<file path="src/rtl/spi_slave_port_if.sv">
// SPI pin and reply/receive handshake bundle for one chip-select endpoint.
interface spi_slave_port_if #(
   parameter int DATA_W = 8
);
   logic              sclk;
   logic              cs_n;
   logic              mosi;
   logic              miso;
   logic              miso_oe;
   logic [DATA_W-1:0] tx_data;
   logic              tx_load;
   logic              tx_ready;
   logic [DATA_W-1:0] rx_data;
   logic              rx_valid;
   logic              busy;
   logic              overrun;

   modport slave (
      input  sclk, cs_n, mosi, tx_data, tx_load,
      output miso, miso_oe, tx_ready, rx_data, rx_valid, busy, overrun
   );

   modport master (
      output sclk, cs_n, mosi, tx_data, tx_load,
      input  miso, miso_oe, tx_ready, rx_data, rx_valid, busy, overrun
   );
endinterface

</file>
<file path="src/rtl/spi_slave_port.sv">
// SPI slave endpoint, LSB first, mosi sampled on sclk fall; rx_valid SYNC_STAGES+2 clk after last fall at pin.
// No backpressure on rx (1-cycle strobe); reply buffer accepts tx_load only while tx_ready=1.
module spi_slave_port #(
   parameter int DATA_W      = 8,
   parameter int SYNC_STAGES = 2
) (
   input  logic            clk,
   input  logic            reset,
   spi_slave_port_if.slave bus
);
   localparam int CNT_W = $clog2(DATA_W + 1);

   typedef enum logic [1:0] {IDLE, ACTIVE, DONE} state_t;

   state_t                 state_q, state_d;
   logic [SYNC_STAGES-1:0] sclk_sync_q, cs_sync_q, mosi_sync_q;
   logic                   sclk_prev_q, cs_prev_q;
   logic                   sclk_s, cs_s, mosi_s;
   logic                   sclk_fall, cs_fall, cs_rise;
   logic [DATA_W-1:0]      tx_buf_q, tx_buf_d;
   logic [DATA_W-1:0]      shift_tx_q, shift_tx_d;
   logic [DATA_W-1:0]      shift_rx_q, shift_rx_d;
   logic [DATA_W-1:0]      rx_data_q, rx_data_d;
   logic [CNT_W-1:0]       cnt_q, cnt_d;
   logic                   miso_q, miso_d;
   logic                   done_q, done_d;
   logic                   rx_valid_q, rx_valid_d;
   logic                   overrun_q, overrun_d;
   logic                   tx_ready;

   // cs_n synchronizer resets high so reset release never fakes a select edge
   always_ff @(posedge clk) begin
      if (reset) begin
         sclk_sync_q <= '0;
         cs_sync_q   <= '1;
         mosi_sync_q <= '0;
         sclk_prev_q <= 1'b0;
         cs_prev_q   <= 1'b1;
      end else begin
         sclk_sync_q <= {sclk_sync_q[SYNC_STAGES-2:0], bus.sclk};
         cs_sync_q   <= {cs_sync_q[SYNC_STAGES-2:0], bus.cs_n};
         mosi_sync_q <= {mosi_sync_q[SYNC_STAGES-2:0], bus.mosi};
         sclk_prev_q <= sclk_s;
         cs_prev_q   <= cs_s;
      end
   end

   assign sclk_s    = sclk_sync_q[SYNC_STAGES-1];
   assign cs_s      = cs_sync_q[SYNC_STAGES-1];
   assign mosi_s    = mosi_sync_q[SYNC_STAGES-1];
   assign sclk_fall = sclk_prev_q & ~sclk_s;
   assign cs_fall   = cs_prev_q & ~cs_s;
   assign cs_rise   = ~cs_prev_q & cs_s;
   assign tx_ready  = (state_q != ACTIVE);

   always_ff @(posedge clk) begin
      if (reset) begin
         state_q    <= IDLE;
         tx_buf_q   <= '0;
         shift_tx_q <= '0;
         shift_rx_q <= '0;
         rx_data_q  <= '0;
         cnt_q      <= '0;
         miso_q     <= 1'b0;
         done_q     <= 1'b0;
         rx_valid_q <= 1'b0;
         overrun_q  <= 1'b0;
      end else begin
         state_q    <= state_d;
         tx_buf_q   <= tx_buf_d;
         shift_tx_q <= shift_tx_d;
         shift_rx_q <= shift_rx_d;
         rx_data_q  <= rx_data_d;
         cnt_q      <= cnt_d;
         miso_q     <= miso_d;
         done_q     <= done_d;
         rx_valid_q <= rx_valid_d;
         overrun_q  <= overrun_d;
      end
   end

   always_comb begin
      state_d    = state_q;
      tx_buf_d   = tx_buf_q;
      shift_tx_d = shift_tx_q;
      shift_rx_d = shift_rx_q;
      rx_data_d  = rx_data_q;
      cnt_d      = cnt_q;
      miso_d     = miso_q;
      done_d     = 1'b0;
      rx_valid_d = 1'b0;
      overrun_d  = overrun_q;

      if (bus.tx_load && tx_ready) begin
         tx_buf_d = bus.tx_data;
      end

      // shift_rx_q still holds the finished word here even if a new frame starts this cycle
      if (done_q) begin
         rx_data_d  = shift_rx_q;
         rx_valid_d = 1'b1;
      end

      case (state_q)
         IDLE: begin
            miso_d = 1'b0;
            if (cs_fall) begin
               shift_tx_d = tx_buf_q;
               cnt_d      = '0;
               miso_d     = tx_buf_q[0];
               state_d    = ACTIVE;
            end
         end
         ACTIVE: begin
            if (cs_rise) begin
               miso_d  = 1'b0;
               state_d = IDLE;
            end else if (sclk_fall) begin
               shift_rx_d = {mosi_s, shift_rx_q[DATA_W-1:1]};
               shift_tx_d = shift_tx_q >> 1;
               miso_d     = shift_tx_q[1];
               cnt_d      = cnt_q + 1'b1;
               if (cnt_q == CNT_W'(DATA_W - 1)) begin
                  done_d    = 1'b1;
                  overrun_d = overrun_q | done_q | rx_valid_q;
                  state_d   = DONE;
               end
            end
         end
         DONE: begin
            if (cs_rise) begin
               miso_d  = 1'b0;
               state_d = IDLE;
            end else if (sclk_fall) begin
               // this fall is bit 0 of a back-to-back frame; the master already sampled miso
               shift_rx_d = {mosi_s, shift_rx_q[DATA_W-1:1]};
               shift_tx_d = tx_buf_q >> 1;
               miso_d     = tx_buf_q[1];
               cnt_d      = CNT_W'(1);
               state_d    = ACTIVE;
            end
         end
         default: begin
            miso_d  = 1'b0;
            state_d = IDLE;
         end
      endcase
   end

   assign bus.miso     = miso_q;
   assign bus.miso_oe  = (state_q != IDLE);
   assign bus.tx_ready = tx_ready;
   assign bus.rx_data  = rx_data_q;
   assign bus.rx_valid = rx_valid_q;
   assign bus.busy     = (state_q == ACTIVE);
   assign bus.overrun  = overrun_q;
endmodule

</file>
<file path="src/flat_wrapper.sv">
// flat-port wrapper written by rule: the top's interface ports become plain ports
module spi_slave_port_flat 
#(
   parameter int DATA_W      = 8,
   parameter int SYNC_STAGES = 2
)
  (clk, reset, bus_sclk, bus_cs_n, bus_mosi, bus_tx_data, bus_tx_load, bus_miso, bus_miso_oe, bus_tx_ready, bus_rx_data, bus_rx_valid, bus_busy, bus_overrun);
  spi_slave_port_if #(.DATA_W(DATA_W)) bus_i ();
  input  logic clk;
  input  logic reset;
  input wire logic [$bits(bus_i.sclk)-1:0] bus_sclk;
  input wire logic [$bits(bus_i.cs_n)-1:0] bus_cs_n;
  input wire logic [$bits(bus_i.mosi)-1:0] bus_mosi;
  input wire logic [$bits(bus_i.tx_data)-1:0] bus_tx_data;
  input wire logic [$bits(bus_i.tx_load)-1:0] bus_tx_load;
  output wire logic [$bits(bus_i.miso)-1:0] bus_miso;
  output wire logic [$bits(bus_i.miso_oe)-1:0] bus_miso_oe;
  output wire logic [$bits(bus_i.tx_ready)-1:0] bus_tx_ready;
  output wire logic [$bits(bus_i.rx_data)-1:0] bus_rx_data;
  output wire logic [$bits(bus_i.rx_valid)-1:0] bus_rx_valid;
  output wire logic [$bits(bus_i.busy)-1:0] bus_busy;
  output wire logic [$bits(bus_i.overrun)-1:0] bus_overrun;
  assign bus_i.sclk = bus_sclk;
  assign bus_i.cs_n = bus_cs_n;
  assign bus_i.mosi = bus_mosi;
  assign bus_i.tx_data = bus_tx_data;
  assign bus_i.tx_load = bus_tx_load;
  assign bus_miso = bus_i.miso;
  assign bus_miso_oe = bus_i.miso_oe;
  assign bus_tx_ready = bus_i.tx_ready;
  assign bus_rx_data = bus_i.rx_data;
  assign bus_rx_valid = bus_i.rx_valid;
  assign bus_busy = bus_i.busy;
  assign bus_overrun = bus_i.overrun;
  spi_slave_port #(.DATA_W(DATA_W), .SYNC_STAGES(SYNC_STAGES)) u_core (.clk(clk), .reset(reset), .bus(bus_i));
endmodule
</file>
<file path="config.mk">
export PLATFORM = sky130hd
export DESIGN_NAME = spi_slave_port_flat
export DESIGN_NICKNAME = d
export VERILOG_FILES = /design/src/rtl/spi_slave_port_if.sv /design/src/rtl/spi_slave_port.sv /design/src/flat_wrapper.sv
export SDC_FILE = /design/constraint.sdc
export NUM_CORES = 1
export LEC_CHECK = 0
export ABC_AREA = 0
export BUFFER_PORTS_ARGS = -buffer_cell sky130_fd_sc_hd__buf_2
export CAP_MARGIN = 20
export CORE_UTILIZATION = 48
export CTS_BUF_LIST = sky130_fd_sc_hd__clkbuf_2
export DETAILED_ROUTE_END_ITERATION = 10
export PLACE_DENSITY = 0.68
export RECOVER_POWER = 50
export SLEW_MARGIN = 40
export SYNTH_ARGS = -nofsm -noshare
export SYNTH_HDL_FRONTEND = slang
export SYNTH_SLANG_ARGS = --single-unit
</file>
<file path="constraint.sdc">
create_clock -name clk -period 4.2 [get_ports clk]
set_input_delay 0.84 -clock clk [delete_from_list [all_inputs] [get_ports clk]]
set_output_delay 0.84 -clock clk [all_outputs]
set_load 0.01 [all_outputs]
</file>
Word level (Yosys, flattened, before mapping). Cells that the tools add are included.

Register bits after elaboration: 50. Latch bits: 0. Memory bits (writable): 0. Bits in read-only memories: 0. Bits of input ports: 14. Output and inout bits: 14. Word-level logic and storage cells: 77. Memories kept: 0.

Add/subtract/negate cells: 1. Multipliers: 0. Divide/modulo/power cells: 0. $lt $le $gt $ge: 0. Equal/unequal tests: 12. Shift-type cells: 0. Muxes and demuxes: 27. Bitwise logic cells: 11. Reduce and logical (&&, ||, !) cells: 11.

Operator list (count): $mux 8 (5); $pmux 8 s3 (1); $mux 4 (5); $mux 2 (6); $pmux 4 s3 (1); $ne 3x1->1 const B (3); $ne 2x1->1 const B (4); $reduce_and 4->1 (2); $mux 1 (7); $not 1->1 (6); $pmux 2 s3 (1); $reduce_and 6->1 (1); $add 4x1->4 const B (1); $eq 4x3->1 const B (1); $ne 2x2->1 const B (2); $reduce_or 4->1 (1); $and 1x1->1 (3); $pmux 1 s3 (1); $reduce_and 3->1 (1); $reduce_bool 3->1 (1); $eq 2x1->1 const B (1); $eq 2x2->1 const B (1); $logic_not 2->1 (1); $or 1x1->1 (2); 4 further kinds (4).

Logic depth before layout (Yosys ltp). Gate-level depths: netlist of run 1.

Depth in word-level cells: 5. Gate-level depth with buffers: 8. Gate-level depth less buffers: 6.

Worst setup path before layout of run 1. No wires, ideal clock.

Path kind: flip-flop to flip-flop. Start point: reg u_core.state_q[0]. End point: reg u_core.state_q[1]. Library setup time: 123 ps. Arrival time: 1789 ps. Slack: 2288 ps. Stages on the path, launching flop included: 8. Buffers on the path: 1. Clock period less this slack: 1912 ps. Cell sequence: dfxtp_1 -> inv_1 -> ha_1 -> or2_1 -> buf_6 -> a221oi_1 -> o22a_1 -> mux2_1.

Word-level cells in the longest chain between the ends: 3. Elaborated cells between the ends (all ways): 9.

Ends and longest elaborated chain: start: declaration (RTL line spi_slave_port.sv:15) `state_t state_q, state_d;`; start signal: assignment (RTL line spi_slave_port.sv:69) `state_q <= state_d;`; $eq 2x2->1 (tied with other cells) (RTL line spi_slave_port.sv:104) `case (state_q)`; $ne 3x1->1 (no line) / $ne 2x1->1 (equally long branches); $reduce_and 4->1 (no line).

Parallel ways exist; a longest one is shown, timed or not. A chain may end at the register's enable or synchronous reset.

Worst setup path in the final report of run 1.
Start point: reg u_core.state_q[1]. End point: out bus_tx_ready.

Word-level cells in the longest chain between the ends: 1.

Ends and longest elaborated chain: $ne 2x1->1 (RTL line spi_slave_port.sv:54) `assign tx_ready = (state_q != ACTIVE);`; end: declaration (RTL line flat_wrapper.sv:18) `output wire logic [$bits(bus_i.tx_ready)-1:0] bus_tx_ready;`.

No other way between the ends.

==> results of run 1 <==
[worst min path at each step]
stage | startpoint | cells after the start | slack, ps | to
2_1_floorplan | u_core.cs_sync_q[0] | 1 | 390 | u_core.cs_sync_q[1]
3_3_place_gp | u_core.cs_sync_q[0] | 1 | 400 | u_core.cs_sync_q[1]
3_5_place_dp | u_core.cs_sync_q[0] | 1 | 400 | u_core.cs_sync_q[1]
4_1_cts | u_core.cs_sync_q[0] | 1 | 450 | u_core.cs_sync_q[1]
5_1_grt | u_core.cs_sync_q[0] | 1 | 470 | u_core.cs_sync_q[1]
6_report | u_core.cs_sync_q[0] | 1 | 450 | u_core.cs_sync_q[1]
[sequential cells by signal (all words and copies together) (netlist names), 2 cells and up]
name,flops
u_core.mosi_sync_q,2
u_core.shift_tx_q,7
u_core.cnt_q,4
u_core.state_q,2
u_core.bus.rx_data,8
u_core.shift_rx_q,8
u_core.sclk_sync_q,2
u_core.tx_buf_q,8
u_core.cs_sync_q,2
[final cells by class]
cell class              instances  area share
clock buffers                   5      0.0110
clock inverters                 3     0.00986
inverters                       5     0.00822
multi-input cells             156       0.458
flip-flops and latches         49       0.430
well taps                      50      0.0274
repair buffers                 28      0.0564
[placed cells by master (no fill, tap or decap), drive strengths merged, types with 2 or more instances in the layout]
master | netlist | final
a22oi | 8 | 8
buf | 6 | 17
a21oi | 20 | 20
nand4 | 2 | 2
clkinv | 0 | 3
mux2i | 25 | 25
nand2b | 4 | 4
or2 | 5 | 5
nand2 | 5 | 5
nand4b | 2 | 2
o31ai | 2 | 2
or4 | 2 | 2
nand3 | 7 | 7
o21ai | 9 | 9
nor2 | 33 | 33
a31oi | 2 | 2
ha | 7 | 7
nor2b | 8 | 8
clkbuf | 10 | 16
dfxtp | 49 | 49
inv | 5 | 5
[critical path, cell delays in order, from the launching register on]
cell     delay [ps]
dfxtp_1         400
inv_1           120
ha_1            400
inv_1           110
buf_2           160
[kinds of logic after synthesis]
logic type               share of synthesized area
AO/OA/AOI/OAI                                0.153
adder cells (fa/ha/maj)                     0.0414
buffers and inverters                       0.0426
flip-flops                                   0.464
multiplexers                                 0.124
AND/OR/NAND/NOR                              0.175
[report_power, final]
group / internal (µW) / switching [µW]
sequential: 498 / 23.5
combinational: 140 / 239
clock: 42.6 / 151
[metrics by stage]
stage | cells | area [µm²] | worst slack, ps
floorplan | 226 | 2110 | 2290
global placement | 288 | 2250 | 2010
detailed placement | 288 | 2250 | 1970
CTS | 296 | 2300 | 1710
global route | 296 | 2280 | 1530
finish | 296 | 2280 | 1740
[routing by layer]
layer / global-route usage / up-vias / share of wire
li1: - / 828 / -
met1: 0.244 / 746 / 0.52
met2: 0.300 / 28 / 0.42
met3: 0.0567 / 8 / 0.043
met4: 0.0859 / 0 / 0.022
met5: 0 / - / 0
==> reports/results.tsv, run 1 <==
metric	value	unit
WL per Instance	13.0	µm
Die Ht	68.4	µm
DR iter-0 viols	132	
Synth Instances	226	
global placement routability congestion	0.791	
CTS H-tree depth	2	
port bufs	27	
Max Fclk	407	MHz
Worst R2R Path Depth	6	
Std-Cell Rows	23	
Synth top cells by count	dfxtp_1, nor2_1, mux2i_1, a21oi_1, clkbuf_1	
Most used DFF post-synth	dfxtp_1	
CTS tree	done	
most common cell in the synthesized netlist	dfxtp_1	
DR DRC count	0	
Fillers	403	
sequential share of the synthesized area	0.464	
Synth async-reset ratio	0	
Max-Cap Viols	1	
Worst Skew	19.7	ps
Post-Route WL	3850	µm
Die W	68.4	µm
WHS	446	ps
# hold bufs at CTS	0	
Multi-input gate area	0.00104	mm²
net count after synthesis	247	
Worst Hold Class	reg2reg	
Antenna diodes	0	
Layout area overhead	8.05	%
Skew-Pair Late Insertion Delay	420	ps
Synth warnings	0	
distinct cell type count after synthesis	39	
Tot GR Track Use	0.193	
Setup Buffers After CTS	0	
vias in the first global route	1516	
crit start category	register	
Arr. time, crit path	1620	ps
CP startpoint	u_core.state_q[1]	
post-route ant nets	0	
final setup fails	0	
area of the core	0.00412	mm²
antenna violations before repair	0	
Final HPWL DP	2580	µm
Post-synth EDFFs	0	
Setup Crit Path Kind	reg2out	
Tightest Pin Transition	2010	ps
total I/O pin count	28	
largest area contributor in the netlist	dfxtp_1	
largest net degree at the start of global routing	51	
Final Hold Vio Count	0	
Synth area leaders	dfxtp_1, mux2i_1, nor2_1, a21oi_1, ha_1	
VDD IR max	0.176	mV
Post-Syn Area	0.00211	mm²
share of layout cells above drive strength 1	0.134	
R2R Path End	u_core.cnt_q[2]	
starting density of the core	0.514	
Via density	5.44	
Power per Cell Area	479	mW/mm²
PostCTS Resize Cnt	0	
Slew Limit Headroom	-0.337	
First-pass DRT Iterations	4	
Sink Count	49	
setup TNS	0	ps
failing checks	max-capacitance violations, max-slew violations	
crit-path max FO	12	
CTS clk-pin slew, worst paths	250	ps
RSZ-0062 raised after global routing	false	
clock period minus worst slack	2460	ps
DR vias	1610	
fin nets	266	
reg2reg start	u_core.state_q[0]	
share of the clock period used by the worst path	0.585	
first-pass GRT wire length	6690	µm
R2R Setup Slk	1920	ps
syn_area_per_cell	9.35	µm²
Worst EP required	3360	ps
Pleak	0.000858	µW
CTS Buf Count	5	
global route overflow	0	
Worst setup EP type	output port	
status	complete, but fails checks	
Yosys top cell area share	0.464	
post-layout utilization of the core	0.555	
clock root cell	clkbuf_2	
Slew Viols, Final	51	
CP endpoint	bus_tx_ready	
Reg area	981	µm²
total die area	0.00467	mm²
total power draw	1090	µW
Synth Register Bits	49	
Longest Clk Path Bufs	2	
(Power assumes the default switching activity.)
==> inputs of run 2 (changes only) <==
--- a/config.mk
+++ b/config.mk
@@ -11,7 +11,7 @@
 export CORE_UTILIZATION = 48
 export CTS_BUF_LIST = sky130_fd_sc_hd__clkbuf_2
 export DETAILED_ROUTE_END_ITERATION = 10
-export PLACE_DENSITY = 0.68
+export PLACE_DENSITY = 0.71
 export RECOVER_POWER = 50
 export SLEW_MARGIN = 40
 export SYNTH_ARGS = -nofsm -noshare
==> constraint.sdc (replaced) <==
create_clock -name clk -period 2.2 [get_ports clk]
set_input_delay 0.44 -clock clk [delete_from_list [all_inputs] [get_ports clk]]
set_output_delay 0.44 -clock clk [all_outputs]
set_load 0.01 [all_outputs]
==> run 2 against run 1 <==
Effect of this change:
- the flow now finishes without violations
- final cell count increased by 2.4%
- count of clock-buffer cells in the layout unchanged
- die area unchanged
- sequential share of layout area shrank 0.81 points
- critical endpoint is now u_core.cnt_q[3]
- largest power group unchanged
==> reports/results.tsv, run 2 (synthesis results as in run 1) <==
metric	value	unit	change
status	finished, final reports clean		
Die W	68.4	µm	unchanged
clock period minus worst slack	2070	ps	
Pleak	0.000881	µW	+2.7%
final std cells w/o fill	303		+2.4%
Layout area overhead	10.1	%	
fin nets	273		+2.6%
Final Instance Area	0.00233	mm²	+1.9%
First-pass DRT Iterations	4		unchanged
Post-Route WL	4070	µm	+5.7%
Arr. time, crit path	2450	ps	+830 ps
Setup Buffers After CTS	0		unchanged
total power draw	2150	µW	+97%
global route overflow	0		unchanged
Fillers	386		-4.2%
Power per Cell Area	926	mW/mm²	+93%
global placement routability congestion	0.817		+3.3%
share of layout cells above drive strength 1	0.146		+0.0121
setup TNS	0	ps	unchanged
placed cell areas	0.00230	mm²	+2.1%
area of the core	0.00412	mm²	unchanged
DR iter-0 viols	73		-45%
Max Fclk	483	MHz	
first-pass GRT wire length	6830	µm	+2.2%
Worst Skew	19.8	ps	+0.0590 ps
starting density of the core	0.514		unchanged
Tot GR Track Use	0.196		+0.00377
CTS H-tree depth	2		unchanged
most common cell after layout, fill and taps aside	dfxtp_1		
Crit-path slowest cell	or4_1		
Max-Cap Viols	0		-1
Final HPWL DP	2850	µm	+10%
Via density	5.35		-1.6%
Longest Clk Path Bufs	2		unchanged
Worst setup EP type	register		
largest net degree at the start of global routing	19		-63%
Slew Limit Headroom	0.512		+0.849
vias in the first global route	1511		-0.33%
DR DRC count	0		unchanged
Tightest Pin Transition	732	ps	-1270 ps
PostCTS Resize Cnt	0		unchanged
Std-Cell Rows	23		unchanged
antenna violations before repair	0		unchanged
clock root cell	clkbuf_2		
Slew Viols, Final	0		-100%
# hold bufs at CTS	0		unchanged
Multi-input gate area	0.00104	mm²	-0.24%
Final Hold Vio Count	0		unchanged
final setup fails	0		unchanged
Worst EP required	2580	ps	-780 ps
DP Cell Count	295		+2.4%
total I/O pin count	28		unchanged
Reg area	981	µm²	unchanged
post-route ant nets	0		unchanged
crit start category	register		
share of the clock period used by the worst path	0.940		
Worst Hold Class	in2reg		
CTS Buf Count	5		unchanged
VDD IR max	0.364	mV	+110%
WL per Instance	13.4	µm	+3.3%
Die Ht	68.4	µm	unchanged
CTS tree	done		
post-layout utilization of the core	0.566		+0.0106
Setup Crit Path Kind	reg2reg		
Antenna diodes	0		unchanged
port bufs	27		unchanged
Worst path max stage delay	540	ps	+140 ps
crit-path max FO	13		+1
DR vias	1622		+0.75%
commonest cells after routing, fill and taps aside	dfxtp_1, nor2_1, mux2i_1, a21oi_1, buf_2		
total die area	0.00467	mm²	unchanged
worst-path cell chain	inv_1 > ha_1 > or2_1 > o2bb2ai_4 > or4_1 > a21oi_1		
Sink Count	49		unchanged
RSZ-0062 raised after global routing	false		
Skew-Pair Late Insertion Delay	440	ps	+20 ps
CTS clk-pin slew, worst paths	250	ps	about the same
## run 2: report_power, final
group	switching [µW]	internal [µW]	total [µW]
clock	302	80.4	383
combinational	477	301	778
sequential	43.2	951	994
total	822	1330	2150
## run 2: final cells by class
type,instances,share of cell area
clock buffer,5,0.0108
timing repair buffer,35,0.0758
multi-input combinational,156,0.448
clock inverter,3,0.00914
sequential,49,0.422
tap,50,0.0269
inverter,5,0.00806
## run 2: critical path, delay by kind of cell, from the launching register on
| kind | cells | cell delay, ps |
|---|---|---|
| simple gates | 2 | 860 |
| fa+ha+maj | 1 | 210 |
| flops | 1 | 480 |
| buf+inv | 1 | 100 |
| compound gates | 2 | 370 |
## run 2: path summary, 6_finish.rpt
kind	startpoint	slack [ps]	cells past startpoint	to
worst max-delay path	u_core.state_q[0]	130	6	u_core.cnt_q[3]
worst min-delay path	bus_cs_n	160	2	u_core.cs_sync_q[0]
worst max register to register	u_core.state_q[0]	130	6	u_core.cnt_q[3]
worst min register to register	u_core.cs_sync_q[0]	450	1	u_core.cs_sync_q[1]
## run 2: per-stage QoR
step	setup slack [ps]	hold WS (ps)
floorplan	288	389
global placement	235	403
detailed placement	187	398
CTS	136	116
global route	4.10	126
finish	132	155
## run 2: layer usage
metal  wire (µm)  vias up  global-route usage
li1            -      835                   -
met1        1990      740               0.248
met2        1780       35               0.304
met3         193       12              0.0550
met4         102        0              0.0964
met5           0        -                   0
